[src/rtl/ru_ofmap_pkg.sv]
// Shared constants for the output-feature-map quantise/pack block.
// Default widths, saturation bounds for the default activation width,
// and the lane-counter width used by the packer.
package ru_ofmap_pkg;

   localparam int DWIDTH_D = 32;
   localparam int QWIDTH_D = 8;
   localparam int LANES_D  = 4;

   localparam int QMAX = (1 << (QWIDTH_D - 1)) - 1;
   localparam int QMIN = -(1 << (QWIDTH_D - 1));

   localparam int LCW = $clog2(LANES_D);

endpackage

[src/rtl/ofmap_quant_pack_if.sv]
// Stream bundle for ofmap_quant_pack.
// Input side: in_valid/in_data/flush (no backpressure).
// Output side: out_valid/out_ready/out_data/out_strb (valid/ready).
// master = producer of inputs / consumer of words (testbench side),
// slave  = the quantise/pack block.
interface ofmap_quant_pack_if
   import ru_ofmap_pkg::*;
#(
   parameter int DWIDTH = DWIDTH_D,
   parameter int QWIDTH = QWIDTH_D,
   parameter int LANES  = LANES_D
) ();

   logic                      in_valid;
   logic [DWIDTH-1:0]         in_data;
   logic                      flush;
   logic                      out_valid;
   logic                      out_ready;
   logic [LANES*QWIDTH-1:0]   out_data;
   logic [LANES-1:0]          out_strb;

   modport master (
      output in_valid, in_data, flush, out_ready,
      input  out_valid, out_data, out_strb
   );

   modport slave (
      input  in_valid, in_data, flush, out_ready,
      output out_valid, out_data, out_strb
   );

endinterface

[src/rtl/syncfifo.sv]
// Synchronous FIFO, depth 2^AWIDTH, combinational read of the head entry.
// Ports: wr_en_i/wr_data_i/full_o (write), rd_en_i/rd_data_o/empty_o (read).
// A write while full is accepted only when a read happens on the same cycle.
module syncfifo #(
   parameter int DWIDTH = 36,
   parameter int AWIDTH = 2
) (
   input  logic              clk,
   input  logic              rst,
   input  logic              wr_en_i,
   input  logic [DWIDTH-1:0] wr_data_i,
   output logic              full_o,
   input  logic              rd_en_i,
   output logic [DWIDTH-1:0] rd_data_o,
   output logic              empty_o
);

   localparam int DEPTH = 1 << AWIDTH;

   logic [AWIDTH-1:0] wptr_q;
   logic [AWIDTH-1:0] rptr_q;
   logic [AWIDTH:0]   cnt_q;
   logic [DWIDTH-1:0] mem_q [DEPTH];
   logic              wr_ok;
   logic              rd_ok;

   assign full_o    = (cnt_q == (AWIDTH+1)'(DEPTH));
   assign empty_o   = (cnt_q == '0);
   assign rd_ok     = rd_en_i && !empty_o;
   assign wr_ok     = wr_en_i && (!full_o || rd_ok);
   assign rd_data_o = mem_q[rptr_q];

   always_ff @(posedge clk or posedge rst) begin
      if (rst) begin
         wptr_q <= '0;
         rptr_q <= '0;
         cnt_q  <= '0;
      end else begin
         if (wr_ok) wptr_q <= wptr_q + 1'b1;
         if (rd_ok) rptr_q <= rptr_q + 1'b1;
         cnt_q <= cnt_q + (AWIDTH+1)'(wr_ok) - (AWIDTH+1)'(rd_ok);
      end
   end

   always_ff @(posedge clk) begin
      if (wr_ok) mem_q[wptr_q] <= wr_data_i;
   end

endmodule

[src/rtl/ofmap_quant_pack.sv]
// Requantises psum results (bias, ReLU, rounding shift, saturate) and packs
// LANES activations per word into an output FIFO.
// Ports: clk, rst (async high); s_if (stream bundle, slave side);
// cfg_bias_i/cfg_shift_i/cfg_relu_i (static while busy); busy_o; err_ovf_o.
module ofmap_quant_pack
   import ru_ofmap_pkg::*;
#(
   parameter int DWIDTH  = DWIDTH_D,
   parameter int QWIDTH  = QWIDTH_D,
   parameter int LANES   = LANES_D,
   parameter int FAWIDTH = 2
) (
   input  logic              clk,
   input  logic              rst,
   ofmap_quant_pack_if.slave s_if,
   input  logic [DWIDTH-1:0] cfg_bias_i,
   input  logic [4:0]        cfg_shift_i,
   input  logic              cfg_relu_i,
   output logic              busy_o,
   output logic              err_ovf_o
);

   localparam int XW = DWIDTH + 2;
   localparam int WW = LANES * QWIDTH;
   localparam int FW = LANES * (QWIDTH + 1);
   localparam int LW = (LANES == LANES_D) ? LCW : $clog2(LANES);
   localparam int HI = (QWIDTH == QWIDTH_D) ? QMAX
                                            : (1 << (QWIDTH - 1)) - 1;
   localparam int LO = (QWIDTH == QWIDTH_D) ? QMIN
                                            : -(1 << (QWIDTH - 1));
   localparam logic signed [XW-1:0] HI_S = XW'(HI);
   localparam logic signed [XW-1:0] LO_S = XW'(LO);

   // stage 1: bias add
   logic              s1_valid_q;
   logic              s1_flush_q;
   logic [DWIDTH:0]   s1_sum_q;

   always_ff @(posedge clk or posedge rst) begin
      if (rst) begin
         s1_valid_q <= 1'b0;
         s1_flush_q <= 1'b0;
         s1_sum_q   <= '0;
      end else begin
         s1_valid_q <= s_if.in_valid;
         s1_flush_q <= s_if.flush;
         if (s_if.in_valid)
            s1_sum_q <= {s_if.in_data[DWIDTH-1], s_if.in_data}
                      + {cfg_bias_i[DWIDTH-1], cfg_bias_i};
      end
   end

   // stage 2: relu, rounding shift, saturate
   logic signed [XW-1:0] x_d;
   logic signed [XW-1:0] rnd_d;
   logic signed [XW-1:0] r_d;
   logic [QWIDTH-1:0]    q_d;

   always_comb begin
      x_d = {s1_sum_q[DWIDTH], s1_sum_q};
      if (cfg_relu_i && x_d[XW-1]) x_d = '0;
      // (1 << shift) >> 1 gives 2^(shift-1), and 0 when shift is 0
      rnd_d = (XW'(1) << cfg_shift_i) >> 1;
      r_d   = (x_d + rnd_d) >>> cfg_shift_i;
      if (r_d > HI_S)      q_d = HI_S[QWIDTH-1:0];
      else if (r_d < LO_S) q_d = LO_S[QWIDTH-1:0];
      else                 q_d = r_d[QWIDTH-1:0];
   end

   logic              s2_valid_q;
   logic              s2_flush_q;
   logic [QWIDTH-1:0] s2_q;

   always_ff @(posedge clk or posedge rst) begin
      if (rst) begin
         s2_valid_q <= 1'b0;
         s2_flush_q <= 1'b0;
         s2_q       <= '0;
      end else begin
         s2_valid_q <= s1_valid_q;
         s2_flush_q <= s1_flush_q;
         if (s1_valid_q) s2_q <= q_d;
      end
   end

   // stage 3: lane packer
   logic [LW-1:0]    lane_q;
   logic [WW-1:0]    word_q;
   logic             push_q;
   logic [FW-1:0]    push_word_q;
   logic [WW-1:0]    word_d;
   logic [LW:0]      fill_d;
   logic [LANES-1:0] strb_d;
   logic             push_d;

   always_comb begin
      word_d = word_q;
      if (s2_valid_q)
         word_d[int'(lane_q)*QWIDTH +: QWIDTH] = s2_q;
      // lanes occupied once this cycle's element (if any) is placed
      fill_d = {1'b0, lane_q} + (LW+1)'(s2_valid_q);
      strb_d = '0;
      for (int i = 0; i < LANES; i++)
         strb_d[i] = ((LW+1)'(i) < fill_d);
      push_d = (s2_valid_q && (lane_q == LW'(LANES - 1)))
            || (s2_flush_q && (fill_d != '0));
   end

   always_ff @(posedge clk or posedge rst) begin
      if (rst) begin
         lane_q      <= '0;
         word_q      <= '0;
         push_q      <= 1'b0;
         push_word_q <= '0;
      end else begin
         push_q <= push_d;
         if (push_d) begin
            push_word_q <= {strb_d, word_d};
            word_q      <= '0;
            lane_q      <= '0;
         end else begin
            word_q <= word_d;
            if (s2_valid_q) lane_q <= lane_q + 1'b1;
         end
      end
   end

   // output buffer
   logic          fifo_full;
   logic          fifo_empty;
   logic          pop;
   logic [FW-1:0] fifo_rd;
   logic          err_ovf_q;

   assign pop = s_if.out_ready && !fifo_empty;

   syncfifo #(
      .DWIDTH (FW),
      .AWIDTH (FAWIDTH)
   ) u_fifo (
      .clk       (clk),
      .rst       (rst),
      .wr_en_i   (push_q),
      .wr_data_i (push_word_q),
      .full_o    (fifo_full),
      .rd_en_i   (pop),
      .rd_data_o (fifo_rd),
      .empty_o   (fifo_empty)
   );

   always_ff @(posedge clk or posedge rst) begin
      if (rst) begin
         err_ovf_q <= 1'b0;
      end else if (push_q && fifo_full && !pop) begin
         err_ovf_q <= 1'b1;
      end
   end

   // FIFO storage is not reset, so mask the head entry while empty
   assign s_if.out_valid = !fifo_empty;
   assign s_if.out_data  = fifo_empty ? '0 : fifo_rd[WW-1:0];
   assign s_if.out_strb  = fifo_empty ? '0 : fifo_rd[FW-1 -: LANES];

   assign err_ovf_o = err_ovf_q;
   // push_q counts as packer-held data between the lane wrap and the write
   assign busy_o = s1_valid_q || s2_valid_q || (lane_q != '0)
                || push_q || !fifo_empty;

endmodule
[src/flat_wrapper.sv]
// flat-port wrapper written by rule: the top's interface ports become plain ports
module ofmap_quant_pack_flat import ru_ofmap_pkg::*;
#(
   parameter int DWIDTH  = DWIDTH_D,
   parameter int QWIDTH  = QWIDTH_D,
   parameter int LANES   = LANES_D,
   parameter int FAWIDTH = 2
)
  (clk, rst, cfg_bias_i, cfg_shift_i, cfg_relu_i, busy_o, err_ovf_o, s_if_in_valid, s_if_in_data, s_if_flush, s_if_out_ready, s_if_out_valid, s_if_out_data, s_if_out_strb);
  ofmap_quant_pack_if #(.DWIDTH(DWIDTH), .QWIDTH(QWIDTH), .LANES(LANES)) s_if_i ();
  input  logic clk;
  input  logic rst;
  input  logic [DWIDTH-1:0] cfg_bias_i;
  input  logic [4:0] cfg_shift_i;
  input  logic cfg_relu_i;
  output logic busy_o;
  output logic err_ovf_o;
  input wire logic [$bits(s_if_i.in_valid)-1:0] s_if_in_valid;
  input wire logic [$bits(s_if_i.in_data)-1:0] s_if_in_data;
  input wire logic [$bits(s_if_i.flush)-1:0] s_if_flush;
  input wire logic [$bits(s_if_i.out_ready)-1:0] s_if_out_ready;
  output wire logic [$bits(s_if_i.out_valid)-1:0] s_if_out_valid;
  output wire logic [$bits(s_if_i.out_data)-1:0] s_if_out_data;
  output wire logic [$bits(s_if_i.out_strb)-1:0] s_if_out_strb;
  assign s_if_i.in_valid = s_if_in_valid;
  assign s_if_i.in_data = s_if_in_data;
  assign s_if_i.flush = s_if_flush;
  assign s_if_i.out_ready = s_if_out_ready;
  assign s_if_out_valid = s_if_i.out_valid;
  assign s_if_out_data = s_if_i.out_data;
  assign s_if_out_strb = s_if_i.out_strb;
  ofmap_quant_pack #(.DWIDTH(DWIDTH), .QWIDTH(QWIDTH), .LANES(LANES), .FAWIDTH(FAWIDTH)) u_core (.clk(clk), .rst(rst), .s_if(s_if_i), .cfg_bias_i(cfg_bias_i), .cfg_shift_i(cfg_shift_i), .cfg_relu_i(cfg_relu_i), .busy_o(busy_o), .err_ovf_o(err_ovf_o));
endmodule
[config.mk]
export PLATFORM = sky130hd
export DESIGN_NAME = ofmap_quant_pack_flat
export DESIGN_NICKNAME = d
export VERILOG_FILES = /design/src/rtl/ru_ofmap_pkg.sv /design/src/rtl/ofmap_quant_pack_if.sv /design/src/rtl/syncfifo.sv /design/src/rtl/ofmap_quant_pack.sv /design/src/flat_wrapper.sv
export SDC_FILE = /design/constraint.sdc
export NUM_CORES = 1
export LEC_CHECK = 0
export BUFFER_PORTS_ARGS = -buffer_cell sky130_fd_sc_hd__buf_2
export CORE_MARGIN = 10
export CORE_UTILIZATION = 55
export DETAILED_ROUTE_END_ITERATION = 10
export PLACE_DENSITY = 0.76
export REMOVE_ABC_BUFFERS = 1
export SKIP_CTS_REPAIR_TIMING = 1
export SYNTH_ARGS = -nofsm -noshare
export SYNTH_HDL_FRONTEND = slang
export SYNTH_SLANG_ARGS = --single-unit
[constraint.sdc]
create_clock -name clk -period 5.9 [get_ports clk]
set_clock_uncertainty 0.15 [all_clocks]
set_input_delay 0.295 -clock clk [delete_from_list [all_inputs] [get_ports clk]]
set_output_delay 0.295 -clock clk [all_outputs]
set_load 0.1 [all_outputs]
# Word-level counts from Yosys, hierarchy flattened
# Memory sizes are Yosys's and may differ from the RTL's.
# Index checks and enable logic that the tools add are counted.
# W data, S select, Z words.
[word_totals]
reg_bits = 124
ram_bits = 144
input_bits = 75
word_cells = 69
mem_count = 1
[mem_list]
columns = ["memory", "words", "width", "rd", "rd_clocked_by_memory_dff", "wr", "line_no", "text"]
rows = [
  ["u_core.u_fifo.mem_q", 4, 36, 1, 0, 1, "syncfifo.sv:23", "logic [DWIDTH-1:0] mem_q [DEPTH];"],
]
[op_classes]
n_addsub = 9
order_cmp = 6
n_eq_ne = 2
shift = 4
mux = 12
reduce_logical = 21
[ops]
columns = ["op", "count"]
rows = [
  ["$mux W32", 3],
  ["$add A34 B34 Y34", 1],
  ["$gt A34 B8 Y1 const B", 1],
  ["$lt A34 B8 Y1 const B", 1],
  ["$mux W34", 1],
  ["$shl A1 B5 Y34 const A", 1],
  ["$sshr A34 B5 Y34", 1],
  ["$add A32 B32 Y33", 1],
  ["$neg A5 Y33", 1],
  ["$shift A8 B33 Y32 const A", 1],
  ["$shiftx A8 B33 Y32", 1],
  ["$bwmux W32", 1],
  ["$mux W8", 2],
  ["$logic_and A1 B1 Y1", 8],
  ["$add A2 B1 Y2 const B", 3],
  ["$logic_or A1 B1 Y1", 6],
  ["$lt A1 B3 Y1 const A", 2],
  ["$lt A2 B3 Y1 const A", 2],
  ["$mux W2", 2],
  ["$mux W4", 1],
  ["$reduce_bool A2 Y1", 2],
  ["$add A2 B1 Y3", 1],
  ["$add A3 B1 Y3", 1],
  ["$eq A3 B3 Y1 const B", 1],
  ["6 further kinds", 9],
]

# Logic depth before layout (Yosys ltp)
[depth]
word_depth = 8
depth_mapped = 24
ltp_nobuf = 19

# By module
# From an unflattened synthesis, not the netlist that was laid out.
[hier_totals]
hier_cells = 1620
hier_area_um2 = 16763.6
[modules_own_cells]
columns = ["mod", "n_inst", "cells_per_inst", "area_each_um2", "seq_area_each_um2"]
rows = [
  ["ofmap_quant_pack", 1, 1395, 11129.4, 2927.8],
  ["syncfifo", 1, 225, 5634.2, 4499.3],
]

# Worst setup path before layout
# No wires, ideal clock.
[synth_timing]
kind = "input to register"
startpoint = "input port cfg_shift_i[0]"
endpoint = "register u_core.s2_q[1]"
setup_time_ns = 0.079
t_arrival_ns = 6.137
t_required_ns = 5.671
path_slack_ns = -0.466
cell_stages = 22
path_cell_list = "inv_2 buf_1 clkbuf_1 clkbuf_1 nand2_1 nor2_1 ha_1 and2_1 buf_2 a21o_1 a21oi_1 o22a_1 o31ai_2 a211oi_2 mux2_1 a32o_1 o21a_4 mux4_2 or4b_1 or4_4 o21ai_4 o2bb2ai_1"
[synth_via]
elab_chain_cells = 6
[synth_rtl]
columns = ["item", "line_no", "text"]
rows = [
  ["start: declaration", "flat_wrapper.sv:14", "input logic [4:0] cfg_shift_i;"],
  ["$shl A1 B5 Y34", "ofmap_quant_pack.sv:63", "rnd_d = (XW'(1) << cfg_shift_i) >> 1;"],
  ["$add A34 B34 Y34", "ofmap_quant_pack.sv:64", "r_d = (x_d + rnd_d) >>> cfg_shift_i;"],
  ["$sshr A34 B5 Y34 (*)", "ofmap_quant_pack.sv:64", ""],
  ["$lt A34 B8 Y1", "ofmap_quant_pack.sv:66", "else if (r_d < LO_S) q_d = LO_S[QWIDTH-1:0];"],
  ["$mux W8", "ofmap_quant_pack.sv:66", ""],
  ["$mux W8 (*)", "ofmap_quant_pack.sv:65", "if (r_d > HI_S) q_d = HI_S[QWIDTH-1:0];"],
  ["end signal: assignment", "ofmap_quant_pack.sv:82", "if (s1_valid_q) s2_q <= q_d;"],
  ["end: declaration", "ofmap_quant_pack.sv:72", "logic [QWIDTH-1:0] s2_q;"],
]
# Mark *: on every way between the ends. The rest lies on a longest branch, timed or not.
# A chain may end at the register's enable or synchronous reset.

# Final worst setup path
[layout_timing]
startpoint = "register u_core.s1_sum_q[32]"
endpoint = "register u_core.s2_q[2]"
[layout_via]
elab_chain_cells = 7
[layout_rtl]
columns = ["item", "line_no", "text"]
rows = [
  ["start: declaration", "ofmap_quant_pack.sv:37", "logic [DWIDTH:0] s1_sum_q;"],
  ["start signal: assignment", "ofmap_quant_pack.sv:48", "s1_sum_q <= {s_if.in_data[DWIDTH-1], s_if.in_data}"],
  ["$logic_and A1 B1 Y1", "ofmap_quant_pack.sv:61", "if (cfg_relu_i && x_d[XW-1]) x_d = '0;"],
  ["$mux W34 (*)", "ofmap_quant_pack.sv:61", ""],
  ["$add A34 B34 Y34 (*)", "ofmap_quant_pack.sv:64", ""],
  ["$sshr A34 B5 Y34 (*)", "ofmap_quant_pack.sv:64", ""],
  ["$lt A34 B8 Y1", "ofmap_quant_pack.sv:66", ""],
  ["$mux W8", "ofmap_quant_pack.sv:66", ""],
  ["$mux W8 (*)", "ofmap_quant_pack.sv:65", ""],
]
# Marks and branches as above.

==> run summary <==
Syn Area/Cell -> 10.7 um^2
Antenna fix cells -> 0
Grt ovf -> 0
Pre-Repair DR Iteration Count -> 5
Setup crit start kind -> register
RePlAce Congestion -> 0.938
Max Cap Viol -> 0
Total negative slack -> 0 ns
Worst reg2reg startpoint -> u_core.s1_sum_q[32]
Worst Hold Class -> in -> reg
Core Area -> 29000 um^2
Ports -> 114
Cells after synthesis -> 1530
Total power draw -> 8860 uW
Critical Path End -> u_core.s2_q[2]
Finished Layout Cells -> 2084
Relative slew slack -> 33.9%
Static Leakage -> 0.00775 uW
Reg-to-Reg End -> u_core.s2_q[2]
Largest net degree at the start of global routing -> 85
Area leader, netlist -> edfxtp_1
CTS Root Cell -> clkbuf_16
Horiz. Die Dim -> 192 um
CP arrival -> 5.88 ns
Setup Crit Path Kind -> reg -> reg
Final Util -> 64.3%
First-pass GRT wire length -> 68200 um
Dominant synthesized flop cell -> edfxtp_1
Synthesized area -> 16300 um^2
Largest cells by area after synthesis -> edfxtp_1 (27%), dfrtp_1 (19%), mux4_2 (6.2%)
DRT iter0 DRCs -> 1126
Clock Path Buffers -> 3
Clock latency on the worst-skew pair -> 0.53 ns
RSZ-0062 raised after global routing -> no
Slew Limit Fails -> 0
Inst Count DP -> 2030
CP Launch Point -> u_core.s1_sum_q[32]
VDD IR max -> 0.374 mV
Critical path fanouts, max -> 34
Worst Path Required -> 6.20 ns
Total GRT Usage -> 22.7%
R2R setup slack -> 0.32 ns
Final worst-path cycle share -> 94.6%
Starting Density -> 56.2%
Die Y -> 192 um
Hold Violations, Final -> 0
Layout cells sized above 1 -> 20.4%
Seq/Total Area, Yosys -> 45.5%
Critical Path End Type -> register
Routed Antenna Nets -> 0
Number of global-route vias before repair -> 13148
Num rows -> 62
DIE AREA -> 36900 um^2
CTS tree -> yes
Synth-to-Final Area Change -> 14.4%
Routed wire length -> 42200 um
H-tree depth -> 1
Total number of vias -> 12911
Status -> complete, no violations
F_max -> 179 MHz
Final setup viols -> 0
Wire per inst -> 20.2 um
Vias/cell -> 6.20
Worst r2r path cells -> 18
DR DRC count -> 0
# port buffers -> 113
Clock transition at path regs -> 0.06 ns
NumNets Final -> 1835
PwrDens -> 475 nW/um^2
Clock sink count -> 268
Tightest Pin Transition -> 0.989 ns
Period minus WS final -> 5.58 ns
CTS Buf Count -> 27
Initial antenna violation count -> 1
FF+latch count, synth -> 268
EDFF count, synth -> 144
Share of the synthesized area in the top cell type -> 26.5%
Detailed placer's ending HPWL -> 30500 um
Synth warn -> 0
Count of cell types in the netlist -> 81
Post-synth ARST share -> 46.3%
==> flip-flops by register name (all words and copies together), names as in the netlist <==
name,count
u_core.s2_valid_q,1
u_core.push_q,1
u_core.s1_valid_q,1
u_core.u_fifo.rptr_q,2
u_core.err_ovf_o,1
u_core.u_fifo.wptr_q,2
u_core.u_fifo.mem_q,144
u_core.s1_flush_q,1
u_core.s2_flush_q,1
u_core.s2_q,8
u_core.u_fifo.cnt_q,3
u_core.s1_sum_q,33
u_core.word_q,32
u_core.push_word_q,36
u_core.lane_q,2
==> critical path, stage by stage, from the launching register on <==
cell and delay (ns):
dfrtp_1 0.38, nand2_1 0.10, buf_12 0.17, and2_1 0.17
ha_1 0.42, a21o_1 0.23, o21bai_2 0.16, o2111ai_1 0.17
a21o_1 0.26, o31a_1 0.37, o21a_1 0.25, mux2_4 0.31
a32o_1 0.29, o21a_4 0.21, mux4_2 0.46, or4b_1 0.51
or4_4 0.50, o21ai_4 0.22, o2bb2ai_1 0.15
==> synthesized netlist by cell type (7+ instances only) <==
| library cell | count |
|---|---|
| a2111oi_0 | 7 |
| a211oi_1 | 25 |
| a21o_1 | 34 |
| a21oi_1 | 102 |
| a221oi_1 | 7 |
| a22oi_1 | 28 |
| a31oi_1 | 15 |
| and2_1 | 88 |
| and3_1 | 24 |
| buf_1 | 12 |
| clkbuf_1 | 62 |
| dfrtp_1 | 124 |
| edfxtp_1 | 144 |
| ha_1 | 77 |
| inv_1 | 30 |
| mux2_2 | 29 |
| mux2i_1 | 36 |
| mux4_2 | 45 |
| nand2_1 | 99 |
| nand2b_1 | 8 |
| nand3_1 | 29 |
| nor2_1 | 162 |
| nor2b_1 | 10 |
| nor3_1 | 27 |
| nor4_1 | 8 |
| o211ai_1 | 11 |
| o21a_1 | 13 |
| o21ai_0 | 49 |
| o2bb2ai_1 | 8 |
| o31ai_1 | 12 |
| or3_1 | 12 |
| xnor2_1 | 41 |
| xor2_1 | 14 |
==> report_power, final <==
part / leakage, uW / switching [uW] / total (uW) / internal [uW]
combinational: 0.00448 / 3010 / 4250 / 1240
sequential: 0.00285 / 304 / 2940 / 2630
clock: 0.000420 / 714 / 1670 / 960
==> layout by cell type, fill, tap and decap left out, drive strengths merged, types with 10 or more instances in the layout <==
cell,count
nor2,162
o21a,14
a31oi,15
nor3,27
o31ai,13
and3,25
mux4,45
buf,196
nand2,99
ha,77
or3,12
o211ai,11
edfxtp,144
xnor2,41
and2,88
a21oi,102
inv,34
nand3,29
a211oi,26
clkbuf,36
o21ai,54
mux2i,36
dfrtp,124
a22oi,28
xor2,14
a21o,34
nor2b,10
mux2,31
clkinv,10
==> metal layers <==
layer	part of all wire (%)	wire (um)	vias up	GRT usage, %
li1	-	-	6076	-
met1	41	17400	6349	27.7
met2	51	21600	392	40.7
met3	4.6	1940	92	2.76
met4	3.0	1260	2	7.54
met5	0.043	18	-	0
==> worst min path at each step <==
stage | startpoint | to | cells past startpoint
2_1_floorplan | s_if_flush | u_core.s1_flush_q | 0
4_1_cts | rst | u_core.s1_sum_q[29] | 2
3_3_place_gp | u_core.s1_flush_q | u_core.s2_flush_q | 0
5_1_grt | cfg_bias_i[21] | u_core.s1_sum_q[21] | 4
6_report | cfg_bias_i[21] | u_core.s1_sum_q[21] | 4
3_5_place_dp | u_core.s1_flush_q | u_core.s2_flush_q | 0
==> through the flow <==
step	hold WS [ns]	setup WS (ns)	instance area, um^2
after global placement	0.194	0.136	17700
after detailed placement	0.191	0.0446	17700
after global routing	0.0989	0.000881	18700
after floorplan	0.176	0.00676	16000
after CTS	-0.307	0.124	18600
final	0.0493	0.321	18700
==> cells by family (layout without fill, tap and decap cells) <==
logic type,count (synthesis),count (layout),synth area share (%)
AND/OR/NAND/NOR,506,506,15.3
AO/OA/AOI/OAI,395,395,16.7
flip-flops,268,268,45.5
buffers and inverters,114,284,2.67
multiplexers,112,112,10.6
adder cells (fa/ha/maj),80,80,6.28
XOR/XNOR,55,55,2.95
==> layout make-up <==
cell class,instances,area [um^2]
Timing Repair Buffer,201,1260
Clock inverter,13,130
Multi-Input combinational cell,1148,8490
Inverter,34,130
Fill cell,2316,10400
Sequential cell,268,7430
Tap cell,384,480
Clock buffer,36,729
No activity file was read; power rests on OpenSTA's default activity.
